## config.mk

```make
export PLATFORM = sky130hd
export DESIGN_NAME = alu_share_arbiter
export DESIGN_NICKNAME = d
export VERILOG_FILES = /design/src/rtl/alu_share_arbiter.sv
export SDC_FILE = /design/constraint.sdc
export NUM_CORES = 1
export LEC_CHECK = 0
export CAP_MARGIN = 5
export CORE_UTILIZATION = 41
export DETAILED_ROUTE_END_ITERATION = 6
export GPL_ROUTABILITY_DRIVEN = 0
export PLACE_DENSITY = 0.82
export SLEW_MARGIN = 20
export SYNTH_ARGS = -nofsm -noshare
export SYNTH_HDL_FRONTEND = slang
export SYNTH_SLANG_ARGS = --single-unit
```

## constraint.sdc

```tcl
create_clock -name clk -period 2.5 [get_ports clk]
set_input_delay 0.25 -clock clk [delete_from_list [all_inputs] [get_ports clk]]
set_output_delay 0.25 -clock clk [all_outputs]
set_load 0.005 [all_outputs]
```

## src/rtl/alu_share_arbiter.sv

```systemverilog
// alu_share_arbiter
//   Shares one combinational ALU between two requesters. Each requester
//   offers an operation over valid/ready. The block grants one of them
//   round-robin and drives the ALU from registered operands. It holds those
//   operands for ALU_LATENCY cycles, then samples the result into a single
//   response channel tagged with the requester id.
//
//   Optional feature macro: ALU_SHARE_STATS_EN
//     When defined, adds 8-bit grant counters grant_cnt0/grant_cnt1.
//     Each counter counts the handshakes of its requester and wraps 255->0.
//
// Ports
//   clk, reset                      rising-edge clock, synchronous active-high reset
//   req{0,1}_valid/ready            request handshake (ready is combinational)
//   req{0,1}_a/_b/_mode/_c_in       request operands, mode (00 add, 01 sub, 10 xor, 11 and), carry-in
//   rsp_valid/rsp_ready             response handshake
//   rsp_id/rsp_result/rsp_c_out     response payload (c_out forced 0 for logic modes)
//   alu_a/alu_b/alu_mode/alu_c_in   registered drive to the shared ALU
//   alu_result/alu_c_out            ALU outputs
//   busy                            high whenever the arbiter is not idle
//   grant_cnt0/grant_cnt1           per-requester grant counters (ALU_SHARE_STATS_EN only)

module alu_share_arbiter #(
    parameter int unsigned WIDTH       = 3,
    parameter int unsigned ALU_LATENCY = 1
) (
    input  logic             clk,
    input  logic             reset,

    input  logic             req0_valid,
    output logic             req0_ready,
    input  logic [WIDTH-1:0] req0_a,
    input  logic [WIDTH-1:0] req0_b,
    input  logic [1:0]       req0_mode,
    input  logic             req0_c_in,

    input  logic             req1_valid,
    output logic             req1_ready,
    input  logic [WIDTH-1:0] req1_a,
    input  logic [WIDTH-1:0] req1_b,
    input  logic [1:0]       req1_mode,
    input  logic             req1_c_in,

    output logic             rsp_valid,
    input  logic             rsp_ready,
    output logic             rsp_id,
    output logic [WIDTH-1:0] rsp_result,
    output logic             rsp_c_out,

    output logic [WIDTH-1:0] alu_a,
    output logic [WIDTH-1:0] alu_b,
    output logic [1:0]       alu_mode,
    output logic             alu_c_in,
    input  logic [WIDTH-1:0] alu_result,
    input  logic             alu_c_out,

    output logic             busy
`ifdef ALU_SHARE_STATS_EN
    ,
    output logic [7:0]       grant_cnt0,
    output logic [7:0]       grant_cnt1
`endif
);

    // Settle counter only has to reach ALU_LATENCY-1.
    localparam int unsigned CNT_W = (ALU_LATENCY > 1) ? $clog2(ALU_LATENCY) : 1;
    localparam logic [CNT_W-1:0] CNT_LAST = CNT_W'(ALU_LATENCY - 1);

    typedef enum logic [1:0] {
        IDLE = 2'd0,
        EXEC = 2'd1,
        RESP = 2'd2
    } state_t;

    state_t           state;
    state_t           state_next;
    logic             last_grant;
    logic             grant_sel;
    logic             accept;
    logic             capture;
    logic             release_rsp;
    logic [CNT_W-1:0] cnt;

    // Round-robin pick: the lone valid requester, or the one not granted last.
    always_comb begin
        grant_sel = 1'b0;
        if (req0_valid && req1_valid) begin
            grant_sel = ~last_grant;
        end else if (req1_valid) begin
            grant_sel = 1'b1;
        end
    end

    // State register.
    always_ff @(posedge clk) begin
        if (reset) begin
            state <= IDLE;
        end else begin
            state <= state_next;
        end
    end

    // Next-state, handshake readys and datapath strobes.
    always_comb begin
        state_next  = state;
        req0_ready  = 1'b0;
        req1_ready  = 1'b0;
        accept      = 1'b0;
        capture     = 1'b0;
        release_rsp = 1'b0;
        case (state)
            IDLE: begin
                req0_ready = req0_valid && !grant_sel;
                req1_ready = req1_valid &&  grant_sel;
                if (req0_ready || req1_ready) begin
                    accept     = 1'b1;
                    state_next = EXEC;
                end
            end
            EXEC: begin
                if (cnt == CNT_LAST) begin
                    capture    = 1'b1;
                    state_next = RESP;
                end
            end
            RESP: begin
                // Returning to IDLE costs a cycle, so no accept overlaps the response handshake.
                if (rsp_ready) begin
                    release_rsp = 1'b1;
                    state_next  = IDLE;
                end
            end
            default: begin
                state_next = IDLE;
            end
        endcase
    end

    // ALU drive registers: loaded only on acceptance, held otherwise.
    always_ff @(posedge clk) begin
        if (reset) begin
            alu_a      <= '0;
            alu_b      <= '0;
            alu_mode   <= 2'b00;
            alu_c_in   <= 1'b0;
            last_grant <= 1'b1;
            rsp_id     <= 1'b0;
        end else if (accept) begin
            alu_a      <= grant_sel ? req1_a    : req0_a;
            alu_b      <= grant_sel ? req1_b    : req0_b;
            alu_mode   <= grant_sel ? req1_mode : req0_mode;
            alu_c_in   <= grant_sel ? req1_c_in : req0_c_in;
            last_grant <= grant_sel;
            rsp_id     <= grant_sel;
        end
    end

    // Settle counter: cleared on accept, counts while the ALU inputs are held.
    always_ff @(posedge clk) begin
        if (reset) begin
            cnt <= '0;
        end else if (accept) begin
            cnt <= '0;
        end else if (state == EXEC) begin
            cnt <= cnt + CNT_W'(1);
        end
    end

    // Response registers: sampled once from the ALU, held until consumed.
    always_ff @(posedge clk) begin
        if (reset) begin
            rsp_valid  <= 1'b0;
            rsp_result <= '0;
            rsp_c_out  <= 1'b0;
        end else if (capture) begin
            rsp_valid  <= 1'b1;
            rsp_result <= alu_result;
            rsp_c_out  <= alu_c_out & ~alu_mode[1];
        end else if (release_rsp) begin
            rsp_valid  <= 1'b0;
        end
    end

    // Registered busy flag tracks the upcoming state.
    always_ff @(posedge clk) begin
        if (reset) begin
            busy <= 1'b0;
        end else begin
            busy <= (state_next != IDLE);
        end
    end

`ifdef ALU_SHARE_STATS_EN
    // Per-requester grant counters, wrapping naturally at 8 bits.
    always_ff @(posedge clk) begin
        if (reset) begin
            grant_cnt0 <= 8'd0;
            grant_cnt1 <= 8'd0;
        end else begin
            if (req0_ready) begin
                grant_cnt0 <= grant_cnt0 + 8'd1;
            end
            if (req1_ready) begin
                grant_cnt1 <= grant_cnt1 + 8'd1;
            end
        end
    end
`endif

endmodule
```

==> results.cfg, run 1 <==
[power_and_ir_drop]
ir_worst_vdd_mv = 0.325
p_seq_share_pct = 43.5
power_density_nw_per_um2 = 642
swShare_pct = 25.3
p_clk_share_pct = 30.0
p_switching_uw = 223
p_int_uw = 660
power_leakage_uw = 0.000514
p_comb_share_pct = 26.4

[synthesis]
netlist_top_cells_area = dfxtp_1, a311oi_1, nand2_1, a21oi_1, mux2i_1
yosys.area.top_type = dfxtp_1
async_reset_ff_share_pct = 0
synth-seq-cells = 20
syn_nets = 128
post_synth_most_frequent_cells = nand2_1, dfxtp_1, a21oi_1
synthMostInstantiatedCell = nand2_1
synth_seq_area_share_pct = 45.8
synth_edf_count = 0
syn_inst = 101
synth.avg_cell_area_sq_um = 8.66
synth_top_area_share_pct = 45.8
synth.distinct_cells = 22
syn-cell-area_sq_um = 875
synth_flop_cell = dfxtp_1
ys.warnings.count = 0

[floorplan]
core_sq_um = 1980
die_area_sq_um = 2320
rows = 16
die-width_microns = 48.2
start_util_pct = 44.1
ios = 45
dieHeight_microns = 48.2

[grt]
grt_overflow = 0
grt_pass1_wl_microns = 3190
grt.total_usage_pct = 20.2
grt_max_degree = 21
grt_pass1_vias = 763
antenna_found_initial = 0

[timing]
period_share_pct = 81.1
tns_ns = 0
finalHoldViolCount = 0
period_needed_ns = 2.03
max-slew-margin-rel_pct = 52.9
finClkSkew_ns = 0.00280
slew_violations = 0
rsz0062_at_grt = no
tightestPinTransition_ns = 0.704
max_freq_ghz = 0.493
setup_violations = 0
timing.hold.ws_ns = 0.502

[cts]
cts_buffers = 3
clock-sinks = 20
ctsResizeCount = 0
cts_tree = done
h-tree-depth = 1
cts_buffer_depth = 2
clkTransAtPathRegs_ns = 0.12
post_cts_buffers = 0
cts_hold_buf = 0
clk-insertion-delay-late_ns = 0.30
cts-root-buf = clkbuf_4

[final_layout]
n_antenna_cell = 0
nNetsFinal = 171
fill_cells = 159
area_growth_pct = 57.2
drive_gt1_share_pct = 6.99

[worst_setup_path]
cp.arrival_ns = 1.78
critPathRequiredTime_ns = 2.25
r2r_cells = 3
cp-start-kind = flip-flop
end_kind = output port
worstSetupPathType = flip-flop to output port
critPathMaxFanout = 9

[place]
numPortBuffers = 44
dp_hpwl_microns = 1550

[drt]
drc = 0
viasPerCell = 5.09
ant_nets = 0
first_pass_iters = 4
vias = 866
wl_microns = 2100
wl_per_cell_microns = 12.4
dr.first_iter.drc_count = 13

[run]
cap_violations = 0

[run_status]
status = completed

[hold_path]
min_path_cells = 3
hp-class = input port to flip-flop
==> stage by stage <==
step	utilization [%]	std cells	power [uW]	area [sq um]	setup WS (ns)
4_1_cts	69.4	170	888	1380	0.459
2_1_floorplan	-	101	500	875	1.26
5_1_grt	69.4	170	932	1380	0.401
6_report	69.4	170	882	1380	0.472
3_3_place_gp	66.7	166	617	1320	0.518
3_5_place_dp	66.7	166	623	1320	0.482
==> flip-flops by register name, summed over array words and instances, names as in the netlist <==
name	flops
alu_a	3
alu_b	3
alu_c_in	1
alu_mode	2
busy	1
cnt	1
last_grant	1
rsp_c_out	1
rsp_id	1
rsp_result	3
rsp_valid	1
state	2
==> layer usage <==
| metal | global-route usage [%] | up-vias | routed length, microns | part of all wire, % |
|---|---|---|---|---|
| met3 | 5.19 | 8 | 148 | 7.0 |
| met5 | 0 | - | 0 | 0 |
| met4 | 6.67 | 0 | 27 | 1.3 |
| li1 | - | 439 | - | - |
| met2 | 34.7 | 44 | 1000 | 48 |
| met1 | 24.4 | 375 | 925 | 44 |
==> power groups by stage <==
stage	Clock, uW	Sequential [uW]	Combinational, uW
2_1_floorplan	0	386	114
3_3_place_gp	0	390	228
3_5_place_dp	0	390	233
4_1_cts	270	384	234
5_1_grt	288	389	255
6_report	265	384	233
==> path summary, 6_finish.rpt <==
check           startpoint  slack (ns)            end
max               state[1]        0.47     req0_ready
min reg2reg  rsp_result[1]        0.51  rsp_result[1]
min              req1_a[1]        0.50       alu_a[1]
max reg2reg       state[1]        0.89       alu_b[1]
==> final cells by class <==
cell class              instances  area (sq um)  area share [%]
clock inverters                 1          30.0            2.18
flip-flops and latches         20           400            29.1
clock buffers                   3          22.5            1.64
well taps                      27          33.8            2.46
repair buffers                 46           455            33.1
multi-input cells              73           433            31.5
==> kinds of logic (layout without fill, tap and decap cells) <==
| group | after synthesis | after routing | synth area share (%) |
|---|---|---|---|
| muxes | 4 | 4 | 4.58 |
| AOI/OAI and AO/OA | 28 | 28 | 22.2 |
| DFF | 20 | 20 | 45.8 |
| xor gates and xnor gates | 1 | 1 | 1.00 |
| and+or+nand+nor | 40 | 40 | 21.7 |
| buffers and inverters | 8 | 50 | 4.72 |
==> critical path, cell delays in order (launching register included) <==
cell and delay, ns:
dfxtp_1 0.44, or3b_4 0.43, nor2_1 0.09, clkdlybuf4s50_1 0.51
==> cell usage in the layout (no fill, tap or decap) <==
master,instances
a21bo_2,1
a21boi_0,1
a21oi_1,13
a221o_1,1
a22oi_1,2
a311oi_1,9
and2_1,1
buf_4,2
bufinv_16,1
clkbuf_4,3
clkdlybuf4s50_1,44
dfxtp_1,20
mux2i_1,4
nand2_1,21
nor2_1,9
nor2_2,1
nor2b_1,3
nor3_1,2
nor3b_4,1
o21bai_1,1
or2_1,1
or3b_4,1
xnor2_1,1
No activity file was read; power rests on OpenSTA's default activity.
==> run 2, diff against run 1 <==
Settings changed: CORE_ASPECT_RATIO from default to 0.6, CORE_UTILIZATION 41 to 38, PLACE_DENSITY 0.82 to 0.77.
Clock period 2.5 ns to 2 ns, I/O delays scaled along.
==> results.cfg, run 2 (synthesis results as in run 1) <==
[run_status]
status = completed

[timing]
setup_violations = 0
max-slew-margin-rel_pct = 74.2
max_freq_ghz = 0.557
finalHoldViolCount = 0
tns_ns = 0
slew_violations = 0
tightestPinTransition_ns = 0.387
rsz0062_at_grt = no
period_needed_ns = 1.80
timing.hold.ws_ns = 0.491
period_share_pct = 89.8
finClkSkew_ns = 0.00335

[grt]
grt.total_usage_pct = 21.2
grt_pass1_vias = 863
grt_overflow = 0
grt_pass1_wl_microns = 3760
antenna_found_initial = 0
grt_max_degree = 14

[worst_setup_path]
cp-start-kind = input port
end_kind = output port
cp.arrival_ns = 1.60
worstSetupPathType = input port to output port
r2r_cells = 2
critPathRequiredTime_ns = 1.80
critPathMaxFanout = 4

[drt]
wl_microns = 2430
drc = 0
wl_per_cell_microns = 13.8
first_pass_iters = 4
ant_nets = 0
viasPerCell = 5.14
vias = 904
dr.first_iter.drc_count = 39

[run]
cap_violations = 0

[cts]
cts_buffers = 3
cts-root-buf = clkbuf_8
cts_buffer_depth = 2
clkTransAtPathRegs_ns = 0.07
post_cts_buffers = 0
clock-sinks = 20
clk-insertion-delay-late_ns = 0.26
cts_tree = done
h-tree-depth = 1

[power_and_ir_drop]
ir_worst_vdd_mv = 0.481
p_seq_share_pct = 44.2
swShare_pct = 26.1
p_int_uw = 804
power_leakage_uw = 0.000544
p_switching_uw = 283
power_density_nw_per_um2 = 773
p_comb_share_pct = 28.0
p_clk_share_pct = 27.8

[floorplan]
die-width_microns = 63.9
rows = 13
core_sq_um = 2160
start_util_pct = 40.4
ios = 45
dieHeight_microns = 39.2
die_area_sq_um = 2500

[final_layout]
n_antenna_cell = 0
top_regs = alu_a (3), alu_b (3), rsp_result (3)
area_growth_pct = 60.8
final_common_cell = clkdlybuf4s50_1
nNetsFinal = 174
mostFrequentLayoutCells = clkdlybuf4s50_1, nand2_1, dfxtp_1
drive_gt1_share_pct = 8.90

[place]
numPortBuffers = 44
dp_hpwl_microns = 1830

[hold_path]
min_path_cells = 2
hp-class = flip-flop to flip-flop
-- run 2: cell count changes in the layout (fill, tap and decap cells not counted) --
cell / before / now
dlymetal6s2s_1: 0 / 1
buf_4: 2 / 5
clkbuf_4: 3 / 0
bufinv_16: 1 / 0
clkdlybuf4s50_1: 44 / 43
clkbuf_8: 0 / 4
-- run 2: metrics by stage --
stage	std cells	instance area [sq um]	setup slack (ns)	total power, uW	util (%)
4_1_cts	176	1400	0.0389	1100	64.9
3_3_place_gp	172	1350	0.111	783	62.3
3_5_place_dp	172	1350	0.0422	793	62.3
6_report	176	1410	0.204	1090	65.0
2_1_floorplan	101	875	0.762	625	-
5_1_grt	176	1410	0.137	1140	65.0
-- run 2: layer usage --
metal | GRT usage [%] | vias up | routed length [microns]
li1 | - | 446 | -
met1 | 25.4 | 424 | 1130
met2 | 36.7 | 32 | 1140
met3 | 6.47 | 2 | 142
met4 | 7.95 | 0 | 15
met5 | 0 | - | 0
-- run 2: worst paths after layout --
kind | slack, ns | start | endpoint
worst max-delay path | 0.20 | req1_valid | req1_ready
worst min-delay path | 0.49 | rsp_result[0] | rsp_result[0]
worst max register to register | 0.67 | state[1] | last_grant
worst min register to register | 0.49 | rsp_result[0] | rsp_result[0]
-- run 2: worst max-delay path, cell delays in order --
cell and delay (ns):
clkdlybuf4s50_1 0.50, a21bo_2 0.24, nor3_1 0.14, clkdlybuf4s50_1 0.52
-- run 2: cell type report --
cell class | count | area [sq um]
Fill cell | 199 | 757
Timing Repair Buffer | 49 | 480
Sequential cell | 20 | 400
Clock buffer | 4 | 55.1
Tap cell | 30 | 37.5
Multi-Input combinational cell | 73 | 433
-- run 2: power by group through the flow --
stage	sequential (uW)	clock [uW]	combinational [uW]
6_report	480	302	304
4_1_cts	480	311	306
3_3_place_gp	486	0	297
2_1_floorplan	483	0	142
3_5_place_dp	489	0	304
5_1_grt	485	324	332
-- run 2: timing repair --
| action | in CTS | in global routing |
|---|---|---|
| endpoints found under the setup margin | 0 | 1 |
| gates resized for setup | 0 | 1 |
| hold buffers | 0 | 0 |
